[src/rtl/fetch_pkg.sv]
// Shared definitions for the instruction-fetch stage: FSM encodings, the
// NOP substituted for faulted fetches, the default timeout and a small
// alignment helper.
package fetch_pkg;

  // FSM state encodings (plain constants for compatibility with older tools)
  localparam logic [1:0] ST_IDLE  = 2'd0;
  localparam logic [1:0] ST_WAIT  = 2'd1;
  localparam logic [1:0] ST_HOLD  = 2'd2;
  localparam logic [1:0] ST_DRAIN = 2'd3;

  typedef logic [1:0] fetch_state_t;

  // Word presented to decode when a fetch faults
  localparam logic [31:0] FETCH_NOP = 32'h0000_0000;

  // Default number of request cycles tolerated without an acknowledge
  localparam int DEFAULT_TIMEOUT = 15;

  // A fetch address is word-aligned only when its two low bits are zero
  function automatic logic is_misaligned(input logic [1:0] low_bits);
    return (low_bits != 2'b00);
  endfunction

endpackage

[src/rtl/fetch_timeout_ctr.sv]
// Saturating request-cycle counter for the fetch stage. It is cleared when a
// new memory request starts, counts every cycle the request stays open and
// flags the last cycle that may still be waited on.
module fetch_timeout_ctr
  import fetch_pkg::*;
#(
  parameter int TIMEOUT = DEFAULT_TIMEOUT
) (
  input  logic clk,
  input  logic reset,
  input  logic load,
  input  logic enable,
  output logic expired
);

  localparam int CNT_W = $clog2(TIMEOUT + 1);

  logic [CNT_W-1:0] count;

  // Clear on load, otherwise count open request cycles and hold at TIMEOUT
  always_ff @(posedge clk) begin
    if (reset) begin
      count <= CNT_W'(0);
    end else if (load) begin
      count <= CNT_W'(0);
    end else if (enable && (count != CNT_W'(TIMEOUT))) begin
      count <= count + CNT_W'(1);
    end else begin
      count <= count;
    end
  end

  // The current cycle is the TIMEOUT-th one the request has been open
  assign expired = (count >= CNT_W'(TIMEOUT - 1));

endmodule

[src/rtl/instr_fetch.sv]
// Instruction-fetch stage sitting right after the PC register. Each PC is
// either served from a one-entry last-fetch buffer, turned into a fault NOP
// when misaligned, or fetched from instruction memory over a req/ack
// handshake. The held instruction is offered to decode with Instr_Valid and
// Stall freezes the PC register until decode consumes it or a Flush arrives.
module instr_fetch
  import fetch_pkg::*;
#(
  parameter int ADDR_W  = 32,
  parameter int DATA_W  = 32,
  parameter int TIMEOUT = DEFAULT_TIMEOUT
) (
  input  logic              clk,
  input  logic              Reset,
  input  logic [ADDR_W-1:0] PC,
  input  logic              Flush,
  input  logic              Consume,
  output logic              imem_req,
  output logic [ADDR_W-1:0] imem_addr,
  input  logic              imem_ack,
  input  logic [DATA_W-1:0] imem_rdata,
  output logic [DATA_W-1:0] Instr,
  output logic              Instr_Valid,
  output logic              Fetch_Fault,
  output logic              Stall
);

  fetch_state_t      state;
  fetch_state_t      state_nxt;

  // Last-fetch buffer: address tag plus the word read from that address
  logic [ADDR_W-1:0] tag;
  logic [ADDR_W-1:0] tag_nxt;
  logic              tag_valid;
  logic              tag_valid_nxt;
  logic [DATA_W-1:0] buffer;
  logic [DATA_W-1:0] buffer_nxt;

  logic              req_nxt;
  logic [ADDR_W-1:0] addr_nxt;
  logic [DATA_W-1:0] instr_nxt;
  logic              valid_nxt;
  logic              fault_nxt;

  logic              ctr_load;
  logic              ctr_en;
  logic              ctr_expired;
  logic              buf_hit;

  fetch_timeout_ctr #(
    .TIMEOUT (TIMEOUT)
  ) u_timeout_ctr (
    .clk     (clk),
    .reset   (Reset),
    .load    (ctr_load),
    .enable  (ctr_en),
    .expired (ctr_expired)
  );

  assign buf_hit = tag_valid && (PC == tag);

  // The PC register may load on a redirect or when decode takes the held word
  assign Stall = !Flush && !((state == ST_HOLD) && Consume);

  // Next-state and next-output decode for the fetch FSM
  always_comb begin
    state_nxt     = state;
    req_nxt       = imem_req;
    addr_nxt      = imem_addr;
    instr_nxt     = Instr;
    valid_nxt     = Instr_Valid;
    fault_nxt     = Fetch_Fault;
    tag_nxt       = tag;
    tag_valid_nxt = tag_valid;
    buffer_nxt    = buffer;
    ctr_load      = 1'b0;
    ctr_en        = 1'b0;

    case (state)
      ST_IDLE: begin
        if (Flush) begin
          // PC is being redirected this cycle; sample the new one next cycle
          state_nxt = ST_IDLE;
        end else if (is_misaligned(PC[1:0])) begin
          instr_nxt = DATA_W'(FETCH_NOP);
          fault_nxt = 1'b1;
          valid_nxt = 1'b1;
          state_nxt = ST_HOLD;
        end else if (buf_hit) begin
          instr_nxt = buffer;
          fault_nxt = 1'b0;
          valid_nxt = 1'b1;
          state_nxt = ST_HOLD;
        end else begin
          addr_nxt  = PC;
          req_nxt   = 1'b1;
          ctr_load  = 1'b1;
          state_nxt = ST_WAIT;
        end
      end

      ST_WAIT: begin
        ctr_en = 1'b1;
        if (imem_ack) begin
          // Data is always captured, even when a Flush discards the slot
          instr_nxt     = imem_rdata;
          tag_nxt       = imem_addr;
          tag_valid_nxt = 1'b1;
          buffer_nxt    = imem_rdata;
          fault_nxt     = 1'b0;
          req_nxt       = 1'b0;
          if (Flush) begin
            valid_nxt = 1'b0;
            state_nxt = ST_IDLE;
          end else begin
            valid_nxt = 1'b1;
            state_nxt = ST_HOLD;
          end
        end else if (ctr_expired) begin
          // Abandon the request outright; the memory tolerates that
          req_nxt = 1'b0;
          if (Flush) begin
            valid_nxt = 1'b0;
            state_nxt = ST_IDLE;
          end else begin
            instr_nxt = DATA_W'(FETCH_NOP);
            fault_nxt = 1'b1;
            valid_nxt = 1'b1;
            state_nxt = ST_HOLD;
          end
        end else if (Flush) begin
          state_nxt = ST_DRAIN;
        end else begin
          state_nxt = ST_WAIT;
        end
      end

      ST_DRAIN: begin
        // Keep the flushed request open until it completes or times out
        ctr_en = 1'b1;
        if (imem_ack || ctr_expired) begin
          req_nxt   = 1'b0;
          state_nxt = ST_IDLE;
        end else begin
          state_nxt = ST_DRAIN;
        end
      end

      ST_HOLD: begin
        if (Consume || Flush) begin
          valid_nxt = 1'b0;
          fault_nxt = 1'b0;
          state_nxt = ST_IDLE;
        end else begin
          state_nxt = ST_HOLD;
        end
      end

      default: begin
        req_nxt   = 1'b0;
        valid_nxt = 1'b0;
        fault_nxt = 1'b0;
        state_nxt = ST_IDLE;
      end
    endcase
  end

  // State, outputs and last-fetch buffer registers with synchronous reset
  always_ff @(posedge clk) begin
    if (Reset) begin
      state       <= ST_IDLE;
      imem_req    <= 1'b0;
      imem_addr   <= {ADDR_W{1'b0}};
      Instr       <= {DATA_W{1'b0}};
      Instr_Valid <= 1'b0;
      Fetch_Fault <= 1'b0;
      tag         <= {ADDR_W{1'b0}};
      tag_valid   <= 1'b0;
      buffer      <= {DATA_W{1'b0}};
    end else begin
      state       <= state_nxt;
      imem_req    <= req_nxt;
      imem_addr   <= addr_nxt;
      Instr       <= instr_nxt;
      Instr_Valid <= valid_nxt;
      Fetch_Fault <= fault_nxt;
      tag         <= tag_nxt;
      tag_valid   <= tag_valid_nxt;
      buffer      <= buffer_nxt;
    end
  end

endmodule

[config.mk]
export PLATFORM = sky130hd
export DESIGN_NAME = instr_fetch
export DESIGN_NICKNAME = d
export VERILOG_FILES = /design/src/rtl/fetch_pkg.sv /design/src/rtl/fetch_timeout_ctr.sv /design/src/rtl/instr_fetch.sv
export SDC_FILE = /design/constraint.sdc
export NUM_CORES = 1
export LEC_CHECK = 0
export ABC_AREA = 1
export BUFFER_PORTS_ARGS = -buffer_cell sky130_fd_sc_hd__buf_2
export CORE_AREA = 5 5 126 98
export DETAILED_ROUTE_END_ITERATION = 7
export DIE_AREA = 0 0 131 103
export PLACE_DENSITY = 0.85
export SLEW_MARGIN = 0
export SYNTH_ARGS = -nofsm -noshare
export SYNTH_HDL_FRONTEND = slang
export SYNTH_HIERARCHICAL = 1
export SYNTH_SLANG_ARGS = --single-unit
[constraint.sdc]
create_clock -name clk -period 2.8 [get_ports clk]
set_input_delay 0.56 -clock clk [delete_from_list [all_inputs] [get_ports clk]]
set_output_delay 0.56 -clock clk [all_outputs]
set_load 0.1 [all_outputs]
==> Word level (Yosys, flattened, before mapping) <==
Index checks and enable logic that the tools add are counted.
{ "op_classes": {"addsub": 1, "order_cmp": 1, "eq_ne": 13, "mux": 44, "bitwise": 3, "reduce_logical": 21} }
{ "ops": {"columns": ["operator", "count"], "rows": [
  ["32-bit 2-to-1 mux", 6],
  ["32-bit case mux with 2 select lines", 1],
  ["32-bit equality test", 1],
  ["1-bit 2-to-1 mux", 24],
  ["2-bit 2-to-1 mux", 9],
  ["6-bit AND reduction", 2],
  ["5-bit AND reduction", 2],
  ["3-bit != test, second input constant", 3],
  ["1-bit case mux with 3 select lines", 3],
  ["2-bit != test, second input constant", 4],
  ["2-bit case mux with 4 select lines", 1],
  ["3-bit nonzero test", 2],
  ["4-bit by 1-bit adder with 4-bit output, second input constant", 1],
  ["2-bit equality test, second input constant", 2],
  ["4-bit >= comparator, second input constant", 1],
  ["1-bit logical AND", 4],
  ["4-bit != test, second input constant", 1],
  ["4-bit AND reduction", 1],
  ["2-bit nonzero test", 2],
  ["2-bit OR reduction", 2],
  ["1-bit inverter", 3],
  ["2-bit by 1-bit equality test with 1-bit output, second input constant", 1],
  ["1-bit zero test", 2],
  ["2-bit zero test", 1],
  ["other kinds (3)", 4]
]} }
{ "word_totals": {"reg_bits": 138, "out_inout_bits": 68} }

==> Longest topological paths before layout <==
Gate-level depths: netlist (run 1).
{ "logic_depth": {"word_depth": 7, "mapped_depth": 15, "depth_no_buf": 14} }

==> Modules after synthesis <==
Netlist (run 1), hierarchy kept.
{ "modules_own_cells": {"columns": ["module", "instances", "cells_each", "area_per_inst_um2", "seq_area_each_um2"], "rows": [
  ["instr_fetch", 1, 892, 6098.3, 2682.6],
  ["fetch_timeout_ctr", 1, 31, 246.5, 80.1]
]} }

==> Worst setup path after synthesis (run 1) <==
Ideal clock, no wire load.
{ "synth_timing": {"path_kind": "register to output", "startpoint": "register state[0]", "endpoint": "output port Stall", "arrival_time_ps": 2078, "t_required_ps": 2240, "slack_ps": 162, "path_stages_with_launch": 4, "path_buffers": 0, "cell_sequence": "dfxtp_1 -> inv_1 -> ha_1 -> a21oi_1"} }
{ "synth_between": {"elab_chain_len": 4} }
{ "synth_rtl": {"columns": ["item", "line_no", "source"], "rows": [
  ["start: declaration", "instr_fetch.sv:28", "fetch_state_t state;"],
  ["start signal: assignment", "instr_fetch.sv:181", "state <= state_nxt;"],
  ["2-bit equality test", "instr_fetch.sv:63", "assign Stall = !Flush && !((state == ST_HOLD) && Consume);"],
  ["1-bit logical AND", "instr_fetch.sv:63", null],
  ["1-bit zero test", "instr_fetch.sv:63", null],
  ["1-bit logical AND", "instr_fetch.sv:63", null],
  ["end: declaration", "instr_fetch.sv:25", "output logic Stall"]
]} }
Every way passes these cells.

==> Worst setup path after layout (run 1) <==
{ "layout_timing": {"startpoint": "register u_timeout_ctr.count[0]", "endpoint": "register Instr[12]"} }
{ "layout_between": {"elab_chain_len": 3} }
{ "layout_rtl": {"columns": ["item", "line_no", "source"], "rows": [
  ["start: declaration", "fetch_timeout_ctr.sv:18", "logic [CNT_W-1:0] count;"],
  ["start signal: assignment", "fetch_timeout_ctr.sv:27", "count <= count + CNT_W'(1);"],
  ["start signal: assignment", "fetch_timeout_ctr.sv:29", "count <= count;"],
  ["4-bit >= comparator", "fetch_timeout_ctr.sv:34", "assign expired = (count >= CNT_W'(TIMEOUT - 1));"],
  ["net ctr_expired", "instr_fetch.sv:47", "logic ctr_expired;"],
  ["3-bit != test (no source line)", null, null],
  ["5-bit AND reduction (no source line)", null, null],
  ["end signal: assignment", "instr_fetch.sv:174", "Instr <= {DATA_W{1'b0}};"],
  ["end signal: assignment", "instr_fetch.sv:184", "Instr <= instr_nxt;"],
  ["end: declaration", "instr_fetch.sv:22", "output logic [DATA_W-1:0] Instr,"]
]} }
The timed path passes the listed nets, and every way through them passes these cells.
A chain may end at the register's enable or synchronous reset.

==> results of run 1 <==
[cell usage in the layout, fill, tap and decap left out, types with 2 or more instances in the layout]
cell type,count
buf_4,15
nand2_2,3
a21oi_1,83
o21ai_0,38
xor2_1,5
nand2_1,261
nor2_1,101
clkbuf_8,4
ha_1,7
nand4_1,38
buf_2,136
inv_2,4
bufinv_16,5
nand3_2,3
clkinvlp_4,2
xnor2_1,7
clkbuf_16,17
clkinv_4,2
nor3_1,2
o21ai_1,5
inv_1,122
dfxtp_1,138
a32oi_1,32
nand3_1,9
[cell families after synthesis]
family                   count (synthesis)
AO/OA/AOI/OAI                          161
adder cells (fa/ha/maj)                  7
buffers and inverters                  184
flip-flops                             138
AND/OR/NAND/NOR                        421
XOR/XNOR                                12
[per-layer routing]
metal	track usage (%)	part of all wire [%]	vias up
met2	40.0	46	271
met3	5.75	8.0	24
met4	8.30	1.3	0
li1	-	-	3169
met5	0	0	-
met1	33.7	44	2854
[registers in the layout, summed over array words and instances, names as in the netlist]
signal               cells
tag_valid                1
u_timeout_ctr/count      4
Instr_Valid              1
state                    2
tag                     32
buffer                  32
Instr                   32
Fetch_Fault              1
imem_req                 1
imem_addr               32
[worst min-delay path by stage]
stage,to,from
6_report,buffer[17],imem_rdata[17]
3_5_place_dp,imem_addr[0],imem_addr[0]
3_3_place_gp,imem_addr[0],imem_addr[0]
5_1_grt,buffer[17],imem_rdata[17]
2_1_floorplan,tag_valid,tag_valid
4_1_cts,buffer[17],imem_rdata[17]
[where the power goes]
part	switching [mW]	internal, mW
Combinational	0.951	0.258
Sequential	0.0545	2.06
Clock	0.853	1.68
Total	1.86	4.00
[through the flow]
step                setup slack [ns]  cell area (um2)
floorplan                      0.162             6340
global placement               0.362             7110
detailed placement             0.316             7110
CTS                            0.360             7780
global route                   0.138             7780
finish                         0.321             7780
[critical path: stages (launching register included)]
cell and delay (ns):
dfxtp_1 0.37, inv_1 0.11, ha_1 0.21, o211a_1 0.22, nor2_1 0.22, inv_1 0.11
nor2_1 0.16, clkinv_1 0.25, nand3_2 0.14, buf_4 0.35, nand2_1 0.10, inv_1 0.08
nor2_1 0.05
[final cells by class]
class	count	area (um2)
fill	959	3370
clock inverter	10	188
tap	144	180
clock buffer	22	484
multi-input combinational	601	2880
inverter	127	477
sequential	138	2760
timing repair buffer	152	813
==> flow_metrics.py, run 1 <==
metrics = {
    "clocking": {
        "hold_buffers": 0,
        "cts_setup_buffers": 0,
        "cts-buffers-inserted": 17,
        "clkSlewWorstSetupHoldPaths_ns": 0.06,
        "insertion_delay_ns": 0.42,
        "ctsResizeCount": 0,
        "clockBufferDepth": 2,
        "clock_sinks": 138,
        "cts_tree": "built",
        "htree_levels": 4,
        "cts_root_buf": "clkbuf_16",
    },
    "synth": {
        "synth_mux_area_share_pct": 0,
        "syn_nets": 999,
        "synthSimpleGateAreaFrac_pct": 27.4,
        "ys_ff_latch": 138,
        "synth_cell_types": 27,
        "synth_area_um2": 6340,
        "synth-adder-area-share_pct": 1.38,
        "synth-compound-area-share_pct": 14.7,
        "synth_warnings": 6,
        "synth_area_leader_cell": "dfxtp_1",
        "synth_area_leaders": "dfxtp_1 44%, nand2_1 15%, inv_1 7.3%",
        "async_reset_ff_share_pct": 0,
        "synth-main-ff-cell": "dfxtp_1",
        "synth_top_family_by_area": "simple AND/OR/NAND/NOR gates",
        "synth_xor_xnor_area_share_pct": 1.66,
        "yosysMostFrequentCell": "nand2_1",
        "syn_inst": 923,
        "synth_top_area_share_pct": 43.5,
        "yosysSeqAreaShare_pct": 43.5,
        "synth_common_cells": "262 x nand2_1, 138 x dfxtp_1, 124 x inv_1",
        "synth-edff-count": 0,
        "avgSynthCellArea_um2": 6.87,
    },
    "global_route": {
        "grt_usage_pct": 25.0,
        "grt_pass1_vias": 5647,
        "overflow": 0,
        "grt_pass1_wl_mm": 27.0,
        "grt_max_degree": 78,
        "antenna_found_initial": 0,
    },
    "min_path": {
        "hold_path.class": "in2reg",
        "holdPathStages": 3,
    },
    "setup_path": {
        "startpoint": "u_timeout_ctr/count[0]",
        "worstSetupEndpoint": "Instr[12]",
        "end_kind": "flop",
        "r2r_start": "u_timeout_ctr/count[0]",
        "startpoint_type": "flop",
        "required_ns": 3.12,
        "reg2reg_to": "Instr[12]",
        "r2r_setup_slack_ns": 0.32,
        "arrival_ns": 2.79,
        "crit_type": "reg2reg",
        "r2r_cells": 12,
        "cp_max_fo": 32,
    },
    "sta": {
        "post-route-min-period_ns": 2.48,
        "tightest_slew_ns": 0.805,
        "period_share_pct": 88.5,
        "finalHoldViolations": 0,
        "setup_viol": 0,
        "rsz0062_at_grt": "false",
        "slew_headroom_pct": 46.3,
        "fmax_mhz": 403,
        "fin_skew_ns": 0.0108,
        "tns_ns": 0,
        "finalMaxSlewViolations": 0,
        "timing.hold.ws_ns": 0.399,
    },
    "detailed_routing": {
        "wire_per_inst_um": 14.1,
        "ant_nets": 0,
        "num_vias": 6318,
        "route.detailed.drc": 0,
        "vias_per_cell": 5.29,
        "initialDrtViolationCount": 511,
        "drt_pass1_iterations": 5,
        "wl_mm": 16.9,
    },
    "power": {
        "p_per_area_nw_per_um2": 753,
        "vdd_ir_drop_max_mv": 0.432,
        "leakagePower_nw": 3.64,
        "power_mw": 5.85,
    },
    "place": {
        "routabilityCongestion": 0.872,
        "dp_hpwl_mm": 10.5,
        "dpl.cell_count": 1162,
        "io_buffers": 136,
    },
    "layout": {
        "nets": 1113,
        "drive_gt1_share_pct": 18.8,
        "fin_cells": 1194,
        "synthToLayoutAreaGrowth_pct": 22.6,
        "diodes": 0,
        "final_util_pct": 69.8,
    },
    "run_status": {
        "status": "complete, no violations",
    },
    "floorplanning": {
        "dieHeight_um": 103,
        "die-area_um2": 13500,
        "core_um2": 11100,
        "rows": 34,
        "floorplan.initialDensity_pct": 56.9,
        "pin_count": 137,
        "die_x_um": 131,
    },
    "job": {
        "maxCapViolCount": 0,
    },
}
Note: power is estimated with default switching activity, not from simulation.
==> run 2: changes to the inputs <==
--- a/config.mk
+++ b/config.mk
@@ -8,6 +8,7 @@
 export ABC_AREA = 1
 export BUFFER_PORTS_ARGS = -buffer_cell sky130_fd_sc_hd__buf_2
 export CORE_AREA = 5 5 126 98
+export CTS_BUF_LIST = sky130_fd_sc_hd__clkbuf_16
 export DETAILED_ROUTE_END_ITERATION = 7
 export DIE_AREA = 0 0 131 103
 export PLACE_DENSITY = 0.85
==> flow_metrics.py, run 2 (same netlist as run 1, synthesis figures left out) <==
metrics = {
    "min_path": {
        "hold_path.class": "in2reg",
    },
    "power": {
        "vdd_ir_drop_max_mv": 0.434,
        "leakagePower_nw": 3.62,
        "p_per_area_nw_per_um2": 741,
        "power_mw": 5.73,
    },
    "sta": {
        "period_share_pct": 87.5,
        "timing.hold.ws_ns": 0.398,
        "tns_ns": 0,
        "rsz0062_at_grt": "false",
        "tightest_slew_ns": 0.823,
        "fin_skew_ns": 0.0103,
        "finalMaxSlewViolations": 0,
        "slew_headroom_pct": 45.1,
        "setup_viol": 0,
        "post-route-min-period_ns": 2.45,
        "finalHoldViolations": 0,
        "fmax_mhz": 408,
    },
    "setup_path": {
        "cp_max_fo": 32,
        "startpoint_type": "flop",
        "arrival_ns": 2.77,
        "end_kind": "flop",
        "crit_type": "reg2reg",
        "required_ns": 3.12,
    },
    "layout": {
        "nets": 1113,
        "layout_common_cells": "261 x nand2_1, 138 x dfxtp_1, 136 x buf_2, 123 x inv_1, 101 x nor2_1",
        "layout_commonest_cell": "nand2_1",
        "synthToLayoutAreaGrowth_pct": 22.0,
        "final_util_pct": 69.4,
        "diodes": 0,
        "drive_gt1_share_pct": 18.4,
    },
    "global_route": {
        "grt_pass1_vias": 5644,
        "grt_usage_pct": 25.0,
        "antenna_found_initial": 0,
        "grt_max_degree": 78,
        "overflow": 0,
        "grt_pass1_wl_mm": 27.0,
    },
    "clocking": {
        "cts_root_buf": "clkbuf_16",
        "ctsResizeCount": 0,
        "clkSlewWorstSetupHoldPaths_ns": 0.06,
        "clock_sinks": 138,
        "cts_tree": "built",
        "hold_buffers": 0,
        "cts_setup_buffers": 0,
        "cts-buffers-inserted": 17,
        "clockBufferDepth": 2,
        "htree_levels": 4,
        "insertion_delay_ns": 0.42,
    },
    "floorplanning": {
        "rows": 34,
        "dieHeight_um": 103,
        "core_um2": 11100,
        "floorplan.initialDensity_pct": 56.9,
        "pin_count": 137,
        "die-area_um2": 13500,
        "die_x_um": 131,
    },
    "place": {
        "routabilityCongestion": 0.872,
        "dp_hpwl_mm": 10.5,
        "io_buffers": 136,
    },
    "run_status": {
        "status": "complete, no violations",
    },
    "job": {
        "maxCapViolCount": 0,
    },
    "detailed_routing": {
        "wire_per_inst_um": 14.1,
        "wl_mm": 16.8,
        "drt_pass1_iterations": 5,
        "ant_nets": 0,
        "initialDrtViolationCount": 516,
        "vias_per_cell": 5.30,
        "route.detailed.drc": 0,
        "num_vias": 6323,
    },
}
==> run 2: cell count changes in the layout (fill, tap and decap cells not counted), sizes merged <==
cell | previous run | this run
clkinv | 4 | 8
inv | 126 | 127
clkbuf | 22 | 17
==> run 2: final timing paths <==
check,to,cells past startpoint,startpoint,slack [ns]
max,Instr[10],12,u_timeout_ctr/count[0],0.35
min,buffer[24],3,imem_rdata[24],0.40
max reg2reg,Instr[10],12,u_timeout_ctr/count[0],0.35
min reg2reg,imem_addr[0],2,imem_addr[0],0.45
==> run 2: critical path, stage by stage, from the launching register on <==
cell and delay (ns):
dfxtp_1 0.37, inv_1 0.10, ha_1 0.21, o211a_1 0.22, nor2_1 0.22, inv_1 0.11, nor2_1 0.16, clkinv_1 0.26
nand3_2 0.14, buf_4 0.33, nand2_1 0.11, inv_1 0.07, nor2_1 0.04
==> run 2: power breakdown <==
part	internal (mW)	leakage, nW	switching (mW)	total [mW]
Sequential	2.06	1.12	0.0538	2.11
Clock	1.56	0.304	0.850	2.41
Combinational	0.258	2.19	0.949	1.21
==> run 2: through the flow <==
step                instances  setup slack [ns]  cell area [um2]
floorplan                 923             0.162             6340
global placement         1162             0.362             7110
detailed placement       1162             0.316             7110
CTS                      1194             0.367             7740
global route             1194             0.145             7740
finish                   1194             0.351             7740
==> run 2: area by class of cell <==
cell class | instances | area, um2
inverters | 127 | 477
multi-input cells | 601 | 2880
well taps | 144 | 180
flip-flops and latches | 138 | 2760
clock buffers | 17 | 425
clock inverters | 15 | 206
repair buffers | 152 | 813
fillers | 968 | 3410
==> run 2: per-layer routing <==
metal	up-vias	routed length (um)	track usage (%)
li1	3167	-	-
met1	2911	7640	33.6
met2	219	7820	40.0
met3	26	1140	5.70
met4	0	202	7.91
met5	-	0	0
==> run 3: changes to the inputs <==
--- a/config.mk
+++ b/config.mk
@@ -7,11 +7,11 @@
 export LEC_CHECK = 0
 export ABC_AREA = 1
 export BUFFER_PORTS_ARGS = -buffer_cell sky130_fd_sc_hd__buf_2
-export CORE_AREA = 5 5 126 98
-export CTS_BUF_LIST = sky130_fd_sc_hd__clkbuf_16
+export CORE_AREA = 5 5 124 97
+export CTS_BUF_LIST = sky130_fd_sc_hd__clkbuf_4
 export DETAILED_ROUTE_END_ITERATION = 7
-export DIE_AREA = 0 0 131 103
-export PLACE_DENSITY = 0.85
+export DIE_AREA = 0 0 129 102
+export PLACE_DENSITY = 0.87
 export SLEW_MARGIN = 0
 export SYNTH_ARGS = -nofsm -noshare
 export SYNTH_HDL_FRONTEND = slang
==> flow_metrics.py, run 3 (same netlist as run 1, synthesis figures left out) <==
metrics = {
    "run_status": {
        "status": "complete, no violations",
    },
    "layout": {
        "synthToLayoutAreaGrowth_pct": 17.3,
        "stdcell_area_um2": 7440,
        "layout_commonest_cell": "nand2_1",
        "nets": 1113,
        "multi_input_area_um2": 2880,
        "n_fill_cell": 927,
        "diodes": 0,
        "layout_common_cells": "261 x nand2_1, 138 x dfxtp_1, 136 x buf_2, 122 x inv_1, 101 x nor2_1",
        "regArea_um2": 2760,
        "drive_gt1_share_pct": 18.7,
    },
    "detailed_routing": {
        "initialDrtViolationCount": 556,
        "drt_pass1_iterations": 4,
        "num_vias": 6194,
        "vias_per_cell": 5.21,
        "route.detailed.drc": 0,
        "wl_mm": 16.1,
        "wire_per_inst_um": 13.5,
        "ant_nets": 0,
    },
    "floorplanning": {
        "dieHeight_um": 102,
        "floorplan.initialDensity_pct": 59.6,
        "die-area_um2": 13200,
        "die_x_um": 129,
        "core_um2": 10700,
        "rows": 33,
        "pin_count": 137,
    },
    "sta": {
        "timing.hold.ws_ns": 0.265,
        "finalHoldViolations": 0,
        "post-route-min-period_ns": 2.35,
        "finalMaxSlewViolations": 0,
        "rsz0062_at_grt": "false",
        "tns_ns": 0,
        "fmax_mhz": 425,
        "setup_viol": 0,
        "tightest_slew_ns": 0.844,
        "slew_headroom_pct": 43.8,
        "fin_skew_ns": 0.0232,
        "period_share_pct": 84.1,
    },
    "power": {
        "p_per_area_nw_per_um2": 650,
        "vdd_ir_drop_max_mv": 0.454,
        "leakagePower_nw": 3.49,
    },
    "global_route": {
        "grt_use_met2_pct": 39.1,
        "grt_usage_pct": 24.4,
        "met1_usage_pct": 32.7,
        "antenna_found_initial": 0,
        "grt_pass1_vias": 5688,
        "overflow": 0,
        "grt_max_degree": 78,
        "grt_pass1_wl_mm": 26.1,
        "gr-max-usage-layer": "met2",
        "use_met3_pct": 5.59,
    },
    "setup_path": {
        "startpoint_type": "flop",
        "r2r_setup_slack_ns": 0.60,
        "arrival_ns": 1.79,
        "required_ns": 2.24,
        "end_kind": "output port",
        "cp_max_fo": 3,
        "crit_type": "reg2out",
    },
    "clocking": {
        "clkSlewWorstSetupHoldPaths_ns": 0.12,
        "ctsResizeCount": 0,
        "insertion_delay_ns": 0.54,
        "cts_root_buf": "clkbuf_4",
        "clock_sinks": 138,
        "cts_tree": "built",
        "htree_levels": 4,
        "hold_buffers": 0,
        "cts_setup_buffers": 0,
        "clockBufferDepth": 2,
        "cts-buffers-inserted": 17,
    },
    "min_path": {
        "hold_path.class": "in2reg",
    },
    "place": {
        "placed_cell_area_um2": 7100,
        "io_buffers": 136,
        "dp_hpwl_mm": 10.6,
        "routabilityCongestion": 0.877,
    },
    "job": {
        "maxCapViolCount": 0,
    },
}
==> run 3: worst paths after layout <==
| path | startpoint | cells after the start | endpoint |
|---|---|---|---|
| hold / removal | imem_rdata[15] | 3 | buffer[15] |
| setup / recovery | state[0] | 4 | Stall |
| hold reg to reg | imem_addr[0] | 2 | imem_addr[0] |
| setup reg to reg | tag[4] | 12 | Instr[14] |
==> run 3: per-layer routing <==
metal | share of wire, % | wire, um | vias to the layer above
li1 | - | - | 3161
met1 | 46 | 7340 | 2809
met2 | 46 | 7350 | 198
met3 | 6.9 | 1110 | 26
met4 | 1.6 | 260 | 0
met5 | 0 | 0 | -
==> run 3: final cells by class <==
cell class	count	area share [%]
repair buffers	152	10.9
multi-input cells	601	38.6
well taps	140	2.35
inverters	127	6.41
flip-flops and latches	138	37.1
clock inverters	14	2.72
clock buffers	18	1.82
==> run 3: worst max-delay path, cell delays in order (launching register included) <==
cell	delay (ns)
dfxtp_1	0.38
inv_1	0.10
ha_1	0.23
a21oi_1	0.13
buf_2	0.44
==> run 3: report_power, final <==
part	switching, mW	total, mW	internal (mW)
sequential	0.0550	2.11	2.06
combinational	0.945	1.20	0.255
clock	0.728	1.53	0.798
total	1.73	4.84	3.11
==> run 3: through the flow <==
stage                     utilization (%)  std cells  worst slack (ns)  power (mW)
after detailed placement             66.7       1158             0.271        3.35
after CTS                            69.8       1190             0.429        4.85
final                                69.8       1190             0.445        4.84
after global placement               66.7       1158             0.353        3.34
after global routing                 69.8       1190             0.322        5.04
after floorplan                         -        923             0.162        3.11
